### src/rtl/nbit_serializer.sv
// nbit_serializer: parallel-in, serial-out transmitter for N-bit words.
// A word is accepted over a valid/ready handshake and then sent MSB-first,
// one bit per clock, with a qualifying valid strobe. Back-to-back frames
// need no idle gap: the next word can be accepted in the last-bit cycle.
//
// Optional feature: define PARITY_EN to append an even-parity bit (XOR of
// the accepted word) after the N data bits, giving frames of N+1 bits.
//
// Ports:
//   clk         system clock, rising edge
//   rst_n       asynchronous active-low reset
//   in0         parallel word, sampled only on an accepted load
//   load_valid  upstream presents a word on in0
//   load_ready  a word can be accepted this cycle
//   sout        serial data bit, MSB first (0 when idle)
//   sout_valid  sout carries a frame bit this cycle
//   busy        a frame is in progress
//   done        one-cycle pulse coincident with the last bit of a frame
module nbit_serializer #(
  parameter int unsigned N = 16
) (
  input  logic         clk,
  input  logic         rst_n,
  input  logic [N-1:0] in0,
  input  logic         load_valid,
  output logic         load_ready,
  output logic         sout,
  output logic         sout_valid,
  output logic         busy,
  output logic         done
);

`ifdef PARITY_EN
  localparam int unsigned F = N + 1;
`else
  localparam int unsigned F = N;
`endif
  localparam int unsigned CW = $clog2(N + 1);

  typedef enum logic {
    IDLE  = 1'b0,
    SHIFT = 1'b1
  } state_t;

  state_t        r_state;
  state_t        w_state_nxt;
  logic [F-1:0]  r_shift;
  logic [F-1:0]  w_shift_nxt;
  logic [CW-1:0] r_cnt;
  logic [CW-1:0] w_cnt_nxt;
  logic [F-1:0]  w_load_word;
  logic          w_last;
  logic          w_accept;

  // Frame image loaded at accept; the parity bit rides in the LSB so it
  // falls out of the shift register right after the data bits.
`ifdef PARITY_EN
  assign w_load_word = {in0, ^in0};
`else
  assign w_load_word = in0;
`endif

  assign w_last     = (r_state == SHIFT) && (r_cnt == '0);
  assign load_ready = (r_state == IDLE) || w_last;
  assign w_accept   = load_valid && load_ready;

  // Outputs derive only from registered state.
  assign sout       = (r_state == SHIFT) && r_shift[F-1];
  assign sout_valid = (r_state == SHIFT);
  assign busy       = (r_state == SHIFT);
  assign done       = w_last;

  // State register and datapath registers.
  always_ff @(posedge clk or negedge rst_n) begin
    if (!rst_n) begin
      r_state <= IDLE;
      r_shift <= '0;
      r_cnt   <= '0;
    end else begin
      r_state <= w_state_nxt;
      r_shift <= w_shift_nxt;
      r_cnt   <= w_cnt_nxt;
    end
  end

  // Next-state and datapath update.
  always_comb begin
    w_state_nxt = r_state;
    w_shift_nxt = r_shift;
    w_cnt_nxt   = r_cnt;
    case (r_state)
      IDLE: begin
        if (w_accept) begin
          w_state_nxt = SHIFT;
          w_shift_nxt = w_load_word;
          w_cnt_nxt   = CW'(F - 1);
        end
      end
      SHIFT: begin
        if (w_accept) begin
          // Only possible in the last-bit cycle: reload for a gapless frame.
          w_shift_nxt = w_load_word;
          w_cnt_nxt   = CW'(F - 1);
        end else if (w_last) begin
          w_state_nxt = IDLE;
          w_shift_nxt = {r_shift[F-2:0], 1'b0};
        end else begin
          w_shift_nxt = {r_shift[F-2:0], 1'b0};
          w_cnt_nxt   = r_cnt - CW'(1);
        end
      end
      default: begin
        w_state_nxt = IDLE;
      end
    endcase
  end

endmodule

### config.mk
export PLATFORM = sky130hd
export DESIGN_NAME = nbit_serializer
export DESIGN_NICKNAME = d
export VERILOG_FILES = /design/src/rtl/nbit_serializer.sv
export SDC_FILE = /design/constraint.sdc
export NUM_CORES = 1
export LEC_CHECK = 0
export ABC_AREA = 1
export CAP_MARGIN = 30
export CORE_MARGIN = 2
export CORE_UTILIZATION = 60
export DETAILED_ROUTE_END_ITERATION = 10
export DONT_BUFFER_PORTS = 1
export GPL_ROUTABILITY_DRIVEN = 0
export PLACE_DENSITY = 0.82
export SYNTH_ARGS = -nofsm -noshare
export SYNTH_HDL_FRONTEND = slang
export SYNTH_SLANG_ARGS = --single-unit
export TNS_END_PERCENT = 10
### constraint.sdc
create_clock -name clk -period 1.8 [get_ports clk]
set_input_delay 0.45 -clock clk [delete_from_list [all_inputs] [get_ports clk]]
set_output_delay 0.45 -clock clk [all_outputs]
set_load 0.1 [all_outputs]
==> results by group <==
Detailed routing
  – Total number of vias: between 900 and 1000
  – DR WL/cell: roughly 15 um
  – Router iterations before antenna repair: 3
  – Vias per cell: about 5.6
  – DRC: 0
  – Iteration-0 DRC Markers: 8
  – Drt total wl: approximately 2500 um
  – Number of routed nets with antenna violations: 0

Pwr
  – PwrDens: 1690 nW/um^2
  – Sw power: 1020 uW
  – Combinational fraction of design power: between 40% and 50%
  – Pleak: between 0.0006 and 0.0007 uW
  – Max VDD drop: ~0.94 mV
  – Switching share of power: about 44%
  – Cell internal pwr: around 1300 uW
  – Part of the power in registers: a little over a third
  – Total chip power: between 2000 and 2500 uW
  – Clock power frac: between 15 and 20%

Synthesis
  – Synthesized net count: 150
  – Post-synthesis cell type count: 18
  – Yosys warns: 0
  – Commonest cells in the netlist: 27 x nand2_1, 27 x nand3_1, 22 x dfrtp_1, 21 x nand3_2, 9 x inv_1
  – Post-Syn Area: 1200 um^2
  – Top cell type's share of synthesized area: a little under half
  – Flops & latches, synth: 22
  – Yosys top cell by area: dfrtp_1
  – EDFF count, synth: 0
  – Synth Area per Inst: a little over 9 um^2
  – Main area contributors after synthesis: dfrtp_1 46%, nand3_2 17%, nand3_1 11%
  – Async SR Flop Fraction: 100%
  – Cell count after synthesis: between 100 and 150
  – Sequential area share after synthesis: 45.7%
  – Main synth FF type: dfrtp_1

Die
  – Starting Density: a little over three fifths
  – IO Pins: 24
  – Num rows: 16
  – Die Span X: between 40 and 50 um
  – Core ar.: slightly below 2000 um^2
  – Die Y: around 49 um
  – Die area: roughly 2400 um^2

Finish
  – Final nets: 157
  – Fillcell total: between 100 and 150
  – Layout cells sized above 1: a little over a third
  – P&R area growth vs syn: 14.6%
  – ANT cells: 0
  – Final non-filler cell total: ~160

GRT
  – Remaining Overflow, GRT: 0
  – Global Route Usage Sum: between 20% and 30%
  – First-pass GRT wire length: approximately 4300 um
  – Vias in the first global route: ~940
  – Largest net degree at the start of global routing: 23
  – Initial antenna violation count: 0

Setup path
  – CP startpoint kind: flop
  – Critical-path cell list: inv_2 > ha_4 > nand3_4 > nor2_4 > buf_12
  – Crit path max fanout: 2
  – Kind of critical path: reg2out
  – CP max stage delay: between 0.4 and 0.5 ns
  – CP max-delay cell: dfrtp_1
  – Critical Path RT: 1.35 ns
  – WP data arrival: 1.40 ns
  – Crit end category: output port

CTS
  – CTS Buf Count: 3
  – # clock sinks: 22
  – CTS tree: done
  – Clock Latency Late Sink: roughly 0.31 ns
  – Clk root buf: clkbuf_4
  – Clk slew on worst S/H paths: 0.13 ns
  – # H-tree levels: 1
  – Clock buffer depth: 2

STA
  – Clock skew: roughly 0.0094 ns
  – Final worst setup slack: -0.0545 ns
  – Slew Limit Fails: 0
  – Setup violations, final: 1
  – RSZ-0062 raised after global routing: true
  – F_max: around 540 MHz
  – Slew HR: roughly 74%
  – Fin crit share: 103%
  – Worst slew pin tran: 0.392 ns
  – Fin crit period: between 1.5 and 2 ns
  – Final hold viol count: 0

Run
  – Max Cap Viol: 0

Placement
  – # port buffers: 0
  – Post-DP HPWL: between 1500 and 2000 um
  – Placed Cells: between 150 and 200

Hold path
  – Hold crit path type: in2reg

Status
  – Failing checks: setup timing
  – Outcome: complete, but fails checks
sequential cells by signal, indices dropped and copies added, names as in the netlist:
name / cells
r_shift: 16
busy: 1
r_cnt: 5
power by group through the flow:
stage                     clock, uW  sequential, uW  combinational, uW
after floorplan                   0             819                831
after global placement            0             815                939
after detailed placement          0             827                972
after CTS                       387             821               1090
after global routing            415             842               1230
final                           376             825               1130
cells in the final DEF, fill, tap and decap left out, drive strengths merged, types with 3 or more instances in the layout:
cell type | synthesis | layout
clkbuf | 0 | 3
nor2 | 5 | 5
dfrtp | 22 | 22
nand2 | 29 | 29
nand3 | 48 | 48
buf | 9 | 10
inv | 10 | 9
o21ai | 4 | 4
final timing paths:
path	startpoint	endpoint	slack, ns	cells after the start
worst max-delay path	r_cnt[0]	done	-0.05	5
worst min-delay path	in0[0]	r_shift[0]	0.28	2
worst max register to register	r_cnt[0]	r_cnt[2]	0.26	7
worst min register to register	r_shift[4]	r_shift[4]	0.52	2
max in group asynchronous	rst_n	busy	0.86	2
min in group asynchronous	rst_n	r_cnt[0]	0.47	1
repair_timing:
action	4_1_cts	5_1_grt
buffers inserted	3	0
pin swaps	2	0
setup endpoints to repair	4	2
resized for setup	7	0
hold endpoints to repair	22	0
hold buffers	1	0
routing by layer:
| layer | global-route usage [%] | routed length, um |
|---|---|---|
| met5 | 0 | 0 |
| met3 | 6.75 | 89 |
| met4 | 3.81 | 8 |
| met1 | 31.7 | 1130 |
| met2 | 38.6 | 1240 |
final cells by class:
class	count	area [um^2]	share of cell area, %
Multi-Input combinational cell	89	579	41.9
Sequential cell	22	554	40.1
Timing Repair Buffer	11	118	8.51
Inverter	10	43.8	3.17
Tap cell	27	33.8	2.45
Clock inverter	1	30.0	2.17
Clock buffer	3	22.5	1.63
worst max-delay path, delay by kind of cell, from the launching register on:
family | cells | cell delay [ns]
flip-flops | 1 | 0.42
buffers and inverters | 2 | 0.27
AND/OR/NAND/NOR | 2 | 0.25
adder cells (fa/ha/maj) | 1 | 0.15
per-stage QoR:
stage	util, %	area, um^2	setup slack (ns)	hold WS, ns	TNS, ns
2_1_floorplan	-	1230	-0.121	0.154	-0.210
3_3_place_gp	65.2	1250	0.148	0.155	0
3_5_place_dp	65.2	1250	0.0797	0.155	0
4_1_cts	71.3	1370	-0.0430	0.278	-0.0430
5_1_grt	71.9	1380	-0.118	0.264	-0.157
6_report	71.9	1380	-0.0545	0.281	-0.0545
logic make-up after synthesis:
kind of cell	Yosys count	synth area share, %
AO/OA/AOI/OAI	5	2.08
adder cells (fa/ha/maj)	1	1.04
buffers and inverters	19	9.45
flip-flops	22	45.7
AND/OR/NAND/NOR	83	41.7
Power figures use the tool's default switching activity.
==> patch 1, RTL diff (config.mk and constraints unchanged) <==
Add a define of `PARITY_EN`.
--- a/src/rtl/nbit_serializer.sv
+++ b/src/rtl/nbit_serializer.sv
@@ -16,6 +16,8 @@
 //   sout_valid  sout carries a frame bit this cycle
 //   busy        a frame is in progress
 //   done        one-cycle pulse coincident with the last bit of a frame
+`define PARITY_EN
+
 module nbit_serializer #(
   parameter int unsigned N = 16
 ) (
Formal check against the unedited RTL: no difference found for any inputs over 10 cycles, from zero or initial values and one cycle with rst_n low; that may be too few to reach the edited logic, so the function may still have changed.
==> patch 1 against the original RTL <==
  * Global-route usage rose by 1.3 points
  * The run still ends with negative setup slack left
  * Power up 27%
  * Design area up 26%
  * Critical path depth is 2 higher
  * Wire length rose by 33%
  * Sequential cell count increased by 1
  * Highest routed layer unchanged
  * Synthesized area rose by 23%
  * Worst setup slack worse by 88 ps
==> patch 1: results (changes against the original RTL) <==
Setup path
  • Worst endpoint data arrival time: 1490 ps (was 1400 ps)
  • Slowest cell delay on critical path: 400 ps (was 420 ps)
  • Worst reg-to-reg setup slack: 200 ps (was 260 ps)
  • R2R cell count: 10 (was 7)
  • R2R Path End: r_shift[14] (was r_cnt[2])

Synthesis
  • Syn nets: 226 (was 150)
  • Register area share after synthesis: 38.8% (was 45.7%)
  • Post-synth top cells: nand2_1 (84), inv_1 (36), dfrtp_1 (23) (was nand2_1 (27), nand3_1 (27), dfrtp_1 (22))
  • Synth top area cells: dfrtp_1 (39%), nand2_1 (21%), inv_1 (9.1%) (was dfrtp_1 (46%), nand3_2 (17%), nand3_1 (11%))
  • Yosys cell types: 27 (was 18)

Power
  • Lkg Pwr: 0.926 nW (was 0.680 nW)
  • Peak VDD IR: 1.91 mV (was 0.941 mV)
  • Switching share of total power: 48.7% (was 43.6%)

Global route
  • GR Util All Layers: 24.9% (was 23.5%)
  • First-pass GRT wire length: 5130 um (was 4310 um)
  • Largest net degree at the start of global routing: 24 (was 23)

Routing
  • DR WL/cell: 13.0 um (was 15.2 um)
  • DRT Pass-1 Iters: 4 (was 3)
  • Vias after detailed routing: 1311 (was 910)
  • Initial DRC Count: 45 (was 8)

STA
  • Hold Slack: 254 ps (was 281 ps)
  • Worst clock skew: 11.1 ps (was 9.41 ps)
  • Measured slew at the worst slew-check pin: 350 ps (was 392 ps)
  • Final worst slack: -142 ps (was -54.5 ps)
  • Final setup violation count: 2 (was 1)

Status
  • Failing checks: negative setup slack (unchanged)
  • Status: finished, violations left (unchanged)

Place
  • Detail Placement HPWL: 2250 um (was 1640 um)

Layout
  • Largest register FFs: 17 (was 16)
[patch 1: routing by layer]
metal  wire length, um  vias up  track usage, %
li1                  -      670               -
met4                44        0            10.3
met5                 0        -               0
met2              1680       32            45.5
met3               137        7            4.72
met1              1410      602            27.9
[patch 1: worst min path at each step]
| stage | start | end | cells after the start |
|---|---|---|---|
| final | in0[2] | r_shift[3] | 2 |
| after detailed placement | rst_n | r_cnt[4] | 0 |
| after CTS | in0[11] | r_shift[12] | 2 |
| after floorplan | rst_n | r_cnt[0] | 0 |
| after global placement | rst_n | r_cnt[3] | 0 |
| after global routing | in0[11] | r_shift[12] | 2 |
[patch 1: logic make-up after synthesis]
family,after synthesis,share of synthesized area (%)
and+or+nand+nor,114,32.4
buffers and inverters,43,12.5
DFF,23,38.8
AOI/OAI and AO/OA,21,13.1
xor gates and xnor gates,4,2.36
adders and majority gates,1,0.842
[patch 1: area by class of cell]
class / count / area, um2 / share of cell area (%)
clock buffers: 3 / 22.5 / 1.29
flip-flops and latches: 23 / 579 / 33.2
multi-input cells: 140 / 752 / 43.1
repair buffers: 17 / 200 / 11.5
clock inverters: 1 / 5.00 / 0.287
inverters: 38 / 146 / 8.40
well taps: 30 / 37.5 / 2.15
[patch 1: worst max-delay path, delay by kind of cell (launching register included)]
kind / cells / cell delay (ps)
fa+ha+maj: 1 / 150
buf+inv: 2 / 260
simple gates: 4 / 350
flops: 1 / 400
[patch 1: per-stage QoR]
stage	setup TNS (ps)	cell area [um2]	util, %	cells
final	-258	1740	72.3	252
after global routing	-354	1740	72.3	252
after CTS	-300	1680	69.8	247
after detailed placement	0	1590	66.0	237
after global placement	0	1590	66.0	237
after floorplan	0	1510	-	206
[patch 1: repair_timing]
action,4_1_cts,5_1_grt
hold buffers,1,0
hold endpoints to repair,23,0
pin swaps,5,4
setup buffers,5,4
resized for setup,5,1
setup endpoints to repair,2,3
[patch 1: power by group through the flow]
stage | sequential, W | clock, W | combinational [W]
4_1_cts | 0.000921 | 0.000248 | 0.00167
6_report | 0.000937 | 0.000249 | 0.00177
3_5_place_dp | 0.000924 | 0 | 0.00153
3_3_place_gp | 0.000920 | 0 | 0.00147
2_1_floorplan | 0.000950 | 0 | 0.00118
5_1_grt | 0.000958 | 0.000268 | 0.00190
==> patch 2, RTL diff (same flow settings) <==
Without the edit above. Reset style: synchronous (`rst_n`), changed in one clocked block. Comments in the files are not updated.
--- a/src/rtl/nbit_serializer.sv
+++ b/src/rtl/nbit_serializer.sv
@@ -71,7 +71,7 @@
   assign done       = w_last;
 
   // State register and datapath registers.
-  always_ff @(posedge clk or negedge rst_n) begin
+  always_ff @(posedge clk) begin
     if (!rst_n) begin
       r_state <= IDLE;
       r_shift <= '0;
Check against the original RTL: differs if rst_n is asserted again (counterexample within 4 cycles, from zero or initial values and one cycle with rst_n low); with rst_n held inactive, the same outputs for 10 cycles.
==> patch 2 against the original RTL <==
  * Wire length grew 5.2%
  * Synthesized cell count increased by 40%
  * Synthesized area increased by 0.31%
  * Design area is 1.6% lower
  * Die area rose by 0.29%
  * First-iteration DRC count increased to 4.1 times the old value
  * Worst setup slack improved by 75 ps
  * Sequential cell count stayed put
  * Largest cell class unchanged
  * Highest routed layer unchanged
Power is not compared: it rests on default switching activity, and its combinational part moved more than twofold at a synthesized area within 25%.
==> patch 2: results (changes against the original RTL) <==
Synthesis
  • Yosys cell types: 21 (was 18)
  • Register area share after synthesis: 36.4% (was 45.7%)
  • Syn nets: 202 (was 150)
  • Asr flop ratio synth: 0% (was 100%)
  • Cells after Synth: 182 (was 130)
  • Synth Flop Type: dfxtp_1 (was dfrtp_1)
  • Post-synth top cells: nand2_1 (38), nor2_1 (35), nand3_1 (29) (was nand2_1 (27), nand3_1 (27), dfrtp_1 (22))
  • Synth top area cells: dfxtp_1 (36%), nand3_1 (12%), nand2_1 (12%) (was dfrtp_1 (46%), nand3_2 (17%), nand3_1 (11%))

Setup path
  • R2R cell count: 9 (was 7)
  • Worst Path Max Fanout: 4 (was 2)
  • Crit-path leading delay family: flip-flops (unchanged)
  • Crit path launch: r_cnt[1] (was r_cnt[0])
  • Slowest cell delay on critical path: 340 ps (was 420 ps)
  • Worst reg-to-reg setup slack: 300 ps (was 260 ps)
  • Worst endpoint data arrival time: 1330 ps (was 1400 ps)
  • Crit-path slowest cell: dfxtp_2 (was dfrtp_1)
  • R2R Path End: r_shift[4] (was r_cnt[2])

CTS
  • Clock Tree Buf Depth: 2 (unchanged)
  • Post CTS Setup Buffer Count: 0 (was 3)
  • Clock sinks: 22 (unchanged)
  • CTS root buffer: clkbuf_4 (unchanged)
  • CTS resizes: 3 (was 7)
  • Clock-pin transition on the worst setup and hold timing paths: about 120 ps

Routing
  • Routed wl met3: 88 um (was 89 um)
  • Met1 WL: 1140 um (was 1130 um)
  • Initial DRC Count: 33 (was 8)
  • Final wirelength: 2600 um (was 2470 um)
  • Routed length on met2: 1310 um (was 1240 um)
  • Vias per cell: 5.17 (was 5.58)
  • DRT Pass-1 Iters: 4 (was 3)
  • DR WL/cell: 12.3 um (was 15.2 um)

STA
  • Measured slew at the worst slew-check pin: 509 ps (was 392 ps)
  • Setup TNS: 0 ps (was -54.5 ps)
  • Hold Slack: 233 ps (was 281 ps)
  • Worst clock skew: 8.79 ps (was 9.41 ps)
  • Fin crit share: 98.8% (was 103%)

Place
  • Worst slack at placement: 184 ps (was 79.7 ps)
  • Detail Placement HPWL: 1790 um (was 1640 um)
  • Placed cell area: 1270 um2 (was 1250 um2)

Global route
  • GR Util met3: 2.45% (was 6.75%)
  • Vias in the first global route: 944 (was 942)
  • Met1 Use GR: 26.6% (was 31.7%)
  • GR Util met2: 39.7% (was 38.6%)
  • GR Util All Layers: 22.0% (was 23.5%)
  • First-pass GRT wire length: 4140 um (was 4310 um)
  • Largest net degree at the start of global routing: 31 (was 23)

Status
  • Status: finished, final reports clean (was finished, violations left)

Layout
  • # diodes: 0 (unchanged)
  • Filler cells: 170 (was 143)
  • Nets@finish: 205 (was 157)
  • Layout cells sized above 1: 16.8% (was 35.3%)

Power
  • Lkg Pwr: around 0.7 nW

Hold path
  • Hold Path End: r_cnt[2] (was r_shift[0])
  • Worst hold start: rst_n (was in0[0])
## patch 2: cell type report
type	count	area (um2)	share of cell area (%)
multi-input combinational	122	606	44.6
clock buffer	3	22.5	1.66
inverter	29	118	8.66
sequential	22	447	32.9
timing repair buffer	7	103	7.55
clock inverter	1	30.0	2.21
tap	27	33.8	2.49
## patch 2: logic make-up (layout without fill, tap and decap cells)
family | count (synthesis) | after routing | share of synthesized area [%]
simple gates | 113 | 113 | 42.5
buf+inv | 38 | 40 | 15.7
flops | 22 | 22 | 36.4
compound gates | 8 | 8 | 4.24
fa+ha+maj | 1 | 1 | 1.04
## patch 2: power groups by stage
stage | Combinational (W) | Sequential, W | Clock, W
3_3_place_gp | 0.000294 | 0.000579 | 0
5_1_grt | 0.000361 | 0.000582 | 0.000399
2_1_floorplan | 0.000261 | 0.000579 | 0
4_1_cts | 0.000318 | 0.000572 | 0.000384
3_5_place_dp | 0.000308 | 0.000583 | 0
6_report | 0.000328 | 0.000578 | 0.000383
